--- src/rtl/gray_pkg.sv ---
// Shared types and constants for the Gray-count receive path.
package gray_pkg;

  // Lock-tracking states of the decoder.
  typedef enum logic [1:0] {
    ACQUIRE = 2'd0,
    TRACK   = 2'd1,
    FAULT   = 2'd2
  } state_t;

  // Classification of one sample-to-sample step.
  localparam logic [1:0] STEP_HOLD = 2'd0;
  localparam logic [1:0] STEP_UP   = 2'd1;
  localparam logic [1:0] STEP_DOWN = 2'd2;
  localparam logic [1:0] STEP_ERR  = 2'd3;

endpackage

--- src/rtl/gray2bin.sv ---
// Combinational Gray-to-binary converter; each binary bit is the XOR of all
// Gray bits at and above its position.
module gray2bin #(
  parameter int WIDTH = 4
) (
  input  logic [WIDTH-1:0] gray,
  output logic [WIDTH-1:0] bin
);

  // Prefix XOR from the MSB down.
  for (genvar i = 0; i < WIDTH; i++) begin : g_bit
    assign bin[i] = ^gray[WIDTH-1:i];
  end

endmodule

--- src/rtl/gray_count_decoder.sv ---
// Samples a Gray count, decodes it to binary and classifies each step as
// up, down, hold or illegal, while tracking lock and counting illegal steps.
module gray_count_decoder
  import gray_pkg::*;
#(
  parameter int WIDTH    = 4,
  parameter int LOCK_CNT = 4,
  parameter int ERR_W    = 8
) (
  input  logic             clk,
  input  logic             reset_n,
  input  logic [WIDTH-1:0] gray_in,
  input  logic             gray_valid,
  input  logic             err_clr,
  output logic [WIDTH-1:0] bin_out,
  output logic             bin_valid,
  output logic             step_up,
  output logic             step_down,
  output logic             step_err,
  output logic             locked,
  output logic [ERR_W-1:0] err_count
);

  localparam int GW = $clog2(LOCK_CNT + 1);

  logic             s1_valid;
  logic [WIDTH-1:0] s1_gray;
  logic             s2_valid;
  logic [WIDTH-1:0] s2_bin;
  logic [WIDTH-1:0] dec_bin;
  logic [WIDTH-1:0] prev_bin;
  logic [WIDTH-1:0] delta;
  logic [1:0]       step_class;
  state_t           state, state_nxt;
  logic [GW-1:0]    good_cnt, good_nxt;
  logic             up_nxt, down_nxt, err_nxt;

  gray2bin #(.WIDTH(WIDTH)) u_gray2bin (
    .gray (s1_gray),
    .bin  (dec_bin)
  );

  // Capture the raw sample, then the decoded value one cycle later.
  always_ff @(posedge clk or negedge reset_n) begin
    if (!reset_n) begin
      s1_valid <= 1'b0;
      s1_gray  <= '0;
      s2_valid <= 1'b0;
      s2_bin   <= '0;
    end else begin
      s1_valid <= gray_valid;
      if (gray_valid) s1_gray <= gray_in;
      s2_valid <= s1_valid;
      if (s1_valid) s2_bin <= dec_bin;
    end
  end

  // Classify the step by the modular distance from the previous sample.
  always_comb begin
    delta = s2_bin - prev_bin;
    if (delta == '0)                 step_class = STEP_HOLD;
    else if (delta == WIDTH'(1))     step_class = STEP_UP;
    else if (delta == {WIDTH{1'b1}}) step_class = STEP_DOWN;
    else                             step_class = STEP_ERR;
  end

  // Lock FSM next state and step flags for the sample now in stage 2.
  always_comb begin
    state_nxt = state;
    good_nxt  = good_cnt;
    up_nxt    = 1'b0;
    down_nxt  = 1'b0;
    err_nxt   = 1'b0;
    if (s2_valid) begin
      if (state != ACQUIRE) begin
        up_nxt   = (step_class == STEP_UP);
        down_nxt = (step_class == STEP_DOWN);
        err_nxt  = (step_class == STEP_ERR);
      end
      case (state)
        ACQUIRE: begin
          state_nxt = TRACK;
          good_nxt  = '0;
        end
        TRACK: begin
          if (step_class == STEP_ERR) begin
            state_nxt = FAULT;
            good_nxt  = '0;
          end
        end
        FAULT: begin
          if (step_class == STEP_ERR) begin
            good_nxt = '0;
          end else if (step_class != STEP_HOLD) begin
            if (good_cnt >= GW'(LOCK_CNT - 1)) begin
              state_nxt = TRACK;
              good_nxt  = '0;
            end else begin
              good_nxt = good_cnt + GW'(1);
            end
          end
        end
        default: begin
          state_nxt = ACQUIRE;
          good_nxt  = '0;
        end
      endcase
    end
  end

  // Output register; flags and bin_out hold between accepted samples.
  always_ff @(posedge clk or negedge reset_n) begin
    if (!reset_n) begin
      bin_valid <= 1'b0;
      bin_out   <= '0;
      prev_bin  <= '0;
      step_up   <= 1'b0;
      step_down <= 1'b0;
      step_err  <= 1'b0;
      state     <= ACQUIRE;
      good_cnt  <= '0;
    end else begin
      bin_valid <= s2_valid;
      state     <= state_nxt;
      good_cnt  <= good_nxt;
      if (s2_valid) begin
        bin_out   <= s2_bin;
        prev_bin  <= s2_bin;
        step_up   <= up_nxt;
        step_down <= down_nxt;
        step_err  <= err_nxt;
      end
    end
  end

  // Saturating illegal-step counter; a clear wins over a same-cycle increment.
  always_ff @(posedge clk or negedge reset_n) begin
    if (!reset_n) begin
      err_count <= '0;
    end else if (err_clr) begin
      err_count <= '0;
    end else if (s2_valid && err_nxt && (err_count != {ERR_W{1'b1}})) begin
      err_count <= err_count + ERR_W'(1);
    end
  end

  assign locked = (state == TRACK);

endmodule

--- config.mk ---
export PLATFORM = sky130hd
export DESIGN_NAME = gray_count_decoder
export DESIGN_NICKNAME = d
export VERILOG_FILES = /design/src/rtl/gray_pkg.sv /design/src/rtl/gray2bin.sv /design/src/rtl/gray_count_decoder.sv
export SDC_FILE = /design/constraint.sdc
export NUM_CORES = 1
export LEC_CHECK = 0
export CORE_UTILIZATION = 40
export CTS_CLUSTER_DIAMETER = 150
export DETAILED_ROUTE_END_ITERATION = 8
export PLACE_DENSITY = 0.63
export SKIP_LAST_GASP = 1
export SLEW_MARGIN = 20
export SYNTH_ARGS = -nofsm -noshare
export SYNTH_HDL_FRONTEND = slang
export SYNTH_SLANG_ARGS = --single-unit
export TNS_END_PERCENT = 50
--- constraint.sdc ---
create_clock -name clk -period 3.1 [get_ports clk]
set_clock_uncertainty 0.1 [all_clocks]
set_input_delay 0.62 -clock clk [delete_from_list [all_inputs] [get_ports clk]]
set_output_delay 0.62 -clock clk [all_outputs]
set_load 0.005 [all_outputs]
### Yosys cells after proc, flatten, opt, wreduce, memory -nomap -nowiden

Index checks and enable logic that the tools add are counted.

| word-level totals | value |
|---|---|
| register bits after elaboration | 31 |
| latch bits | 0 |
| RAM bits | 0 |
| memory bits (read-only) | 0 |
| bits of input ports | 8 |
| output and inout bits | 17 |
| logic and storage cells | 60 |
| memories kept | 0 |

| cells by class | value |
|---|---|
| add/sub/neg operators | 3 |
| multipliers | 0 |
| divide/modulo/power cells | 0 |
| order comparisons | 1 |
| equality and inequality tests | 13 |
| shift-type cells | 0 |
| multiplexer cells | 19 |
| bitwise logic cells | 0 |
| reductions and logical operators | 12 |

Operators by type and width:

| kind | count |
|---|---|
| 8-bit 2-to-1 mux | 2 |
| 2-bit 2-to-1 mux | 6 |
| 3-bit 2-to-1 mux | 4 |
| 8-bit by 1-bit adder with 8-bit output, second input constant | 1 |
| 8-bit inequality test, second input constant | 1 |
| 2-bit equality test, second input constant | 3 |
| 2-bit inequality test, second input constant | 3 |
| 2-bit case mux with 3 select lines | 1 |
| 3-bit case mux with 2 select lines | 1 |
| 2-bit nonzero test | 3 |
| 1-bit 2-to-1 mux | 5 |
| 5-bit AND reduction | 1 |
| 2-bit by 1-bit equality test with 1-bit output, second input constant | 2 |
| 4-bit by 1-bit equality test with 1-bit output, second input constant | 1 |
| 4-bit equality test, second input constant | 1 |
| 4-bit zero test | 1 |
| 4-bit XOR reduction | 1 |
| 4-bit subtractor | 1 |
| 3-bit by 1-bit adder with 3-bit output, second input constant | 1 |
| 3-bit by 2-bit greater-or-equal comparator with 1-bit output, second input constant | 1 |
| 3-bit inequality test, second input constant | 1 |
| 3-bit AND reduction | 1 |
| 3-bit XOR reduction | 1 |
| 1-bit logical AND | 2 |
| 3 further kinds | 3 |

### Logic depth before layout (Yosys ltp)

| logic depth | value |
|---|---|
| word-level depth | 12 |
| depth in mapped cells | 10 |
| gate-level depth less buffers | 9 |

### Hierarchy

A second synthesis with hierarchy kept.

| unflattened totals | value |
|---|---|
| cell total of the unflattened synthesis | 148 |
| area total of the unflattened synthesis | 1661.6 um2 |

Modules (own cells, without submodules):

| module | instances | cells an instance | area each (um2) | seq. area each (um2) |
|---|---|---|---|---|
| gray_count_decoder | 1 | 143 | 1611.5 | 775.7 |
| gray2bin | 1 | 5 | 50.0 | 0.0 |

### Worst setup path after synthesis

Ideal clock, no wire load.

| timing | value |
|---|---|
| path kind | reg2reg |
| start point | register prev_bin[0] |
| end point | register err_count[3] |
| library setup time | 0.127 ns |
| data arrival time | 2.488 ns |
| required time | 2.873 ns |
| slack | 0.385 ns |
| cell stages (with the launch flop) | 10 |
| path buffers | 1 |
| period minus slack after synthesis | 2.715 ns |
| path through | dfrtp_1 > ha_1 > fa_1 > xor2_1 > or3_1 > or3_4 > and3_1 > buf_6 > nand4_2 > mux2_1 |

| between the ends | value |
|---|---|
| longest elaborated chain between the ends | 11 |
| elaborated cells on any way between the ends | 13 |
| those cells by class | add/sub (1); eq/ne (3); mux (5); reduce/logical (4) |

Ends and longest elaborated chain:

| what | RTL line | source |
|---|---|---|
| start: declaration | gray_count_decoder.sv:31 | `logic [WIDTH-1:0] prev_bin;` |
| start signal: assignment | gray_count_decoder.sv:128 | `prev_bin <= s2_bin;` |
| 4-bit subtractor * | gray_count_decoder.sv:60 | `delta = s2_bin - prev_bin;` |
| 4-bit equality test | gray_count_decoder.sv:63 | `else if (delta == {WIDTH{1'b1}}) step_class = STEP_DOWN;` |
| 1-bit 2-to-1 mux | gray_count_decoder.sv:63 |  |
| 2-bit 2-to-1 mux | gray_count_decoder.sv:62 | `else if (delta == WIDTH'(1)) step_class = STEP_UP;` |
| 2-bit 2-to-1 mux * | gray_count_decoder.sv:61 | `if (delta == '0) step_class = STEP_HOLD;` |
| 2-bit equality test * | gray_count_decoder.sv:78 | `err_nxt = (step_class == STEP_ERR);` |
| 1-bit 2-to-1 mux * | gray_count_decoder.sv:75 | `if (state != ACQUIRE) begin` |
| 1-bit 2-to-1 mux * | gray_count_decoder.sv:74 | `if (s2_valid) begin` |
| 1-bit logical AND * (2 in a row) | gray_count_decoder.sv:142 | `end else if (s2_valid && err_nxt && (err_count != {ERR_W{1'b1}})) begin` |
| 2-bit nonzero test (no line) * | n/a |  |
| end signal: assignment | gray_count_decoder.sv:143 | `err_count <= err_count + ERR_W'(1);` |
| end: declaration | gray_count_decoder.sv:21 | `output logic [ERR_W-1:0] err_count` |

Every way passes the cells marked *; elsewhere a longest branch is shown, timed or not.
A chain may end at the register's enable or synchronous reset.

### Final worst setup path

Same ends and word-level chain as after synthesis.

==> out/results.ini <==
[detailed_routing]
firstDrtPassIters=3
drt_drc_violations_left=0
viasPerCell=5.22
via_count=1128
drt-total-wl_um=2740
antenna_left=0
wl_per_cell_um=12.7
dr.first_iter.drc_count=41

[synthesis]
yosysUniqueCellTypes=40
yosysSeqAreaShare_pct=49.5
synthesis.area_um2=1570
yosysWarnings=0
async_flop_share_pct=100
synth_flop_cell=dfrtp_1
synthTopCellsByArea=dfrtp_1 (49%), mux2_2 (5.0%), ha_1 (4.8%)
synth_seq_cells=31
avgSynthCellArea_um2=11.3
yosys.area.top_type_share_pct=49.5
syn-num-nets=154
synthCells=139
synth.most_common_cell=dfrtp_1
yosys.area.top_type=dfrtp_1
synth_commonest_cells=dfrtp_1 (31), nor2_1 (11), inv_1 (9), mux2_2 (7), nand2_1 (7)
synth_edf_count=0

[clock_tree]
cts_setup_buffers=0
clockBufferDepth=2
insertion_delay_ns=0.28
cts_tree=yes
cts_root_buf=clkbuf_8
cts_buffers=5
path_clk_slew_ns=0.07
cts_max_level=2
cts_hold_buf=0
cts_resized=0
cts_sinks=31

[sta]
tightestPinTransition_ns=0.448
fin_tns_setup_ns=0
max_freq_mhz=354
setup_viol=0
final_hold_viol_count=0
maxSlewHeadroom_pct=69.9
drv_slew=0
min_period_ns=2.82
rsz0062_at_grt=no
fin_crit_sh_pct=91.1

[global_routing]
grt_pass1_vias=1191
grtUsageMet3_pct=5.81
busiest_layer=met2
grt_max_degree=32
overflow=0
grt_pass1_wl_um=5060
use_met1_pct=17.0
antenna_found_initial=0
grt_usage_pct=16.1
met2_usage_pct=28.2

[layout]
num_antenna_cells=0
area_growth_pct=25.2
nets=182
n_fill_cell=354
fin_util_pct=52.8
drive_above_1_share_pct=14.3

[job]
drv_cap=0

[hold_path]
whs_endpoint=good_cnt[2]
hold_path_class=reg -> reg
whs_path_depth=1
hp-start=good_cnt[2]

[floorplan]
io_pins=25
die-width_um=64.6
core_um2=3720
die_h_um=64.6
start_util_pct=42.2
row_count=22
fp.dieArea_um2=4170

[power_and_ir_drop]
leakagePower_uw=0.000858
vdd_drop_max_uv=339
powerDensity_nw_per_um2=726

[placed_design]
io_buffers=24
gp_congestion=0.736
hpwl_um=2020

[setup_path]
worstPathCellList=ha_1, fa_1, xor2_1, or3_1, or3_4, and3_1, nand4_2, mux2_1
critPathLaunchType=register
path_delay_family=simple AND/OR/NAND/NOR gates
arrival_ns=2.89
slowest_stage=dfrtp_1
ff2ff_path_depth=8
criticalPathCategory=reg -> reg
path_buf_inv=0
r2r_slack_ns=0.28
cp_slowest_stage_delay_ns=0.39
r2r_start=prev_bin[0]
worstSetupEndpointType=register
reg2reg_to=err_count[3]
required_ns=3.17
crit_fanout=8

[status]
outcome=completed

==> worst max-delay path by stage <==
stage	slack, ns	from	endpoint	cells past startpoint
2_1_floorplan	0.38	prev_bin[0]	err_count[3]	9
3_3_place_gp	0.33	prev_bin[0]	err_count[3]	8
3_5_place_dp	0.28	prev_bin[0]	err_count[3]	8
4_1_cts	0.26	prev_bin[0]	err_count[3]	8
5_1_grt	0.14	prev_bin[0]	err_count[3]	8
6_report	0.28	prev_bin[0]	err_count[3]	8
==> cell families (layout without fill, tap and decap cells) <==
group                    after synthesis  in the layout  synth area share [%]
XOR/XNOR                               7              7                  3.91
AO/OA/AOI/OAI                         25             25                  11.6
adder cells (fa/ha/maj)                7              7                  6.07
flip-flops                            31             31                  49.5
multiplexers                          13             13                  9.26
buffers and inverters                 13             42                  4.07
AND/OR/NAND/NOR                       43             43                  15.6
==> where the power goes <==
group / internal, uW / switching [uW]
registers: 474 / 72.9
clock network: 260 / 150
logic: 239 / 230
total: 973 / 453
==> area by class of cell <==
cell class / instances / area, um^2 / area share (%)
clock buffer: 6 / 82.6 / 4.21
multi-input combinational: 95 / 728 / 37.1
timing repair buffer: 25 / 248 / 12.6
sequential: 31 / 776 / 39.5
inverter: 9 / 33.8 / 1.72
clock inverter: 2 / 35.0 / 1.78
tap: 48 / 60.1 / 3.06
==> flip-flops by register name, indices dropped and copies added, names as in the netlist <==
| signal | flops |
|---|---|
| s1_gray | 4 |
| s1_valid | 1 |
| err_count | 8 |
| step_down | 1 |
| state | 2 |
| s2_valid | 1 |
| prev_bin | 4 |
| good_cnt | 3 |
| step_up | 1 |
| bin_valid | 1 |
| step_err | 1 |
| s2_bin | 4 |
==> placed cells by master, fill, tap and decap left out, types with 2 or more instances in the layout <==
master            n
nand2_1           7
a211oi_2          2
nor3_1            5
inv_1             9
clkdlybuf4s50_1  24
a21o_1            2
nor2_1           11
nand3_1           3
clkbuf_8          6
a21oi_1           6
mux2_1            5
ha_1              6
o21ai_0           4
a31o_1            2
o22ai_1           2
mux2_2            7
dfrtp_1          31
nor2b_1           4
nand3b_1          2
xor2_1            3
and3_1            2
xnor2_1           4
==> metal layers <==
metal	routed length, um	share of wire (%)
met3	139	5.1
met2	1300	47
met1	1230	45
met5	0	0
met4	74	2.7
==> metrics by stage <==
stage / hold WS, ns / area, um^2 / total power (uW) / setup WS (ns) / instances
after global routing: 0.463 / 1960 / 1540 / 0.139 / 216
after detailed placement: 0.416 / 1850 / 1030 / 0.275 / 208
after global placement: 0.396 / 1850 / 1020 / 0.330 / 208
final: 0.421 / 1960 / 1430 / 0.277 / 216
after CTS: 0.428 / 1960 / 1450 / 0.261 / 216
after floorplan: 0.224 / 1570 / 890 / 0.385 / 139
No activity file was read; power rests on OpenSTA's default activity.
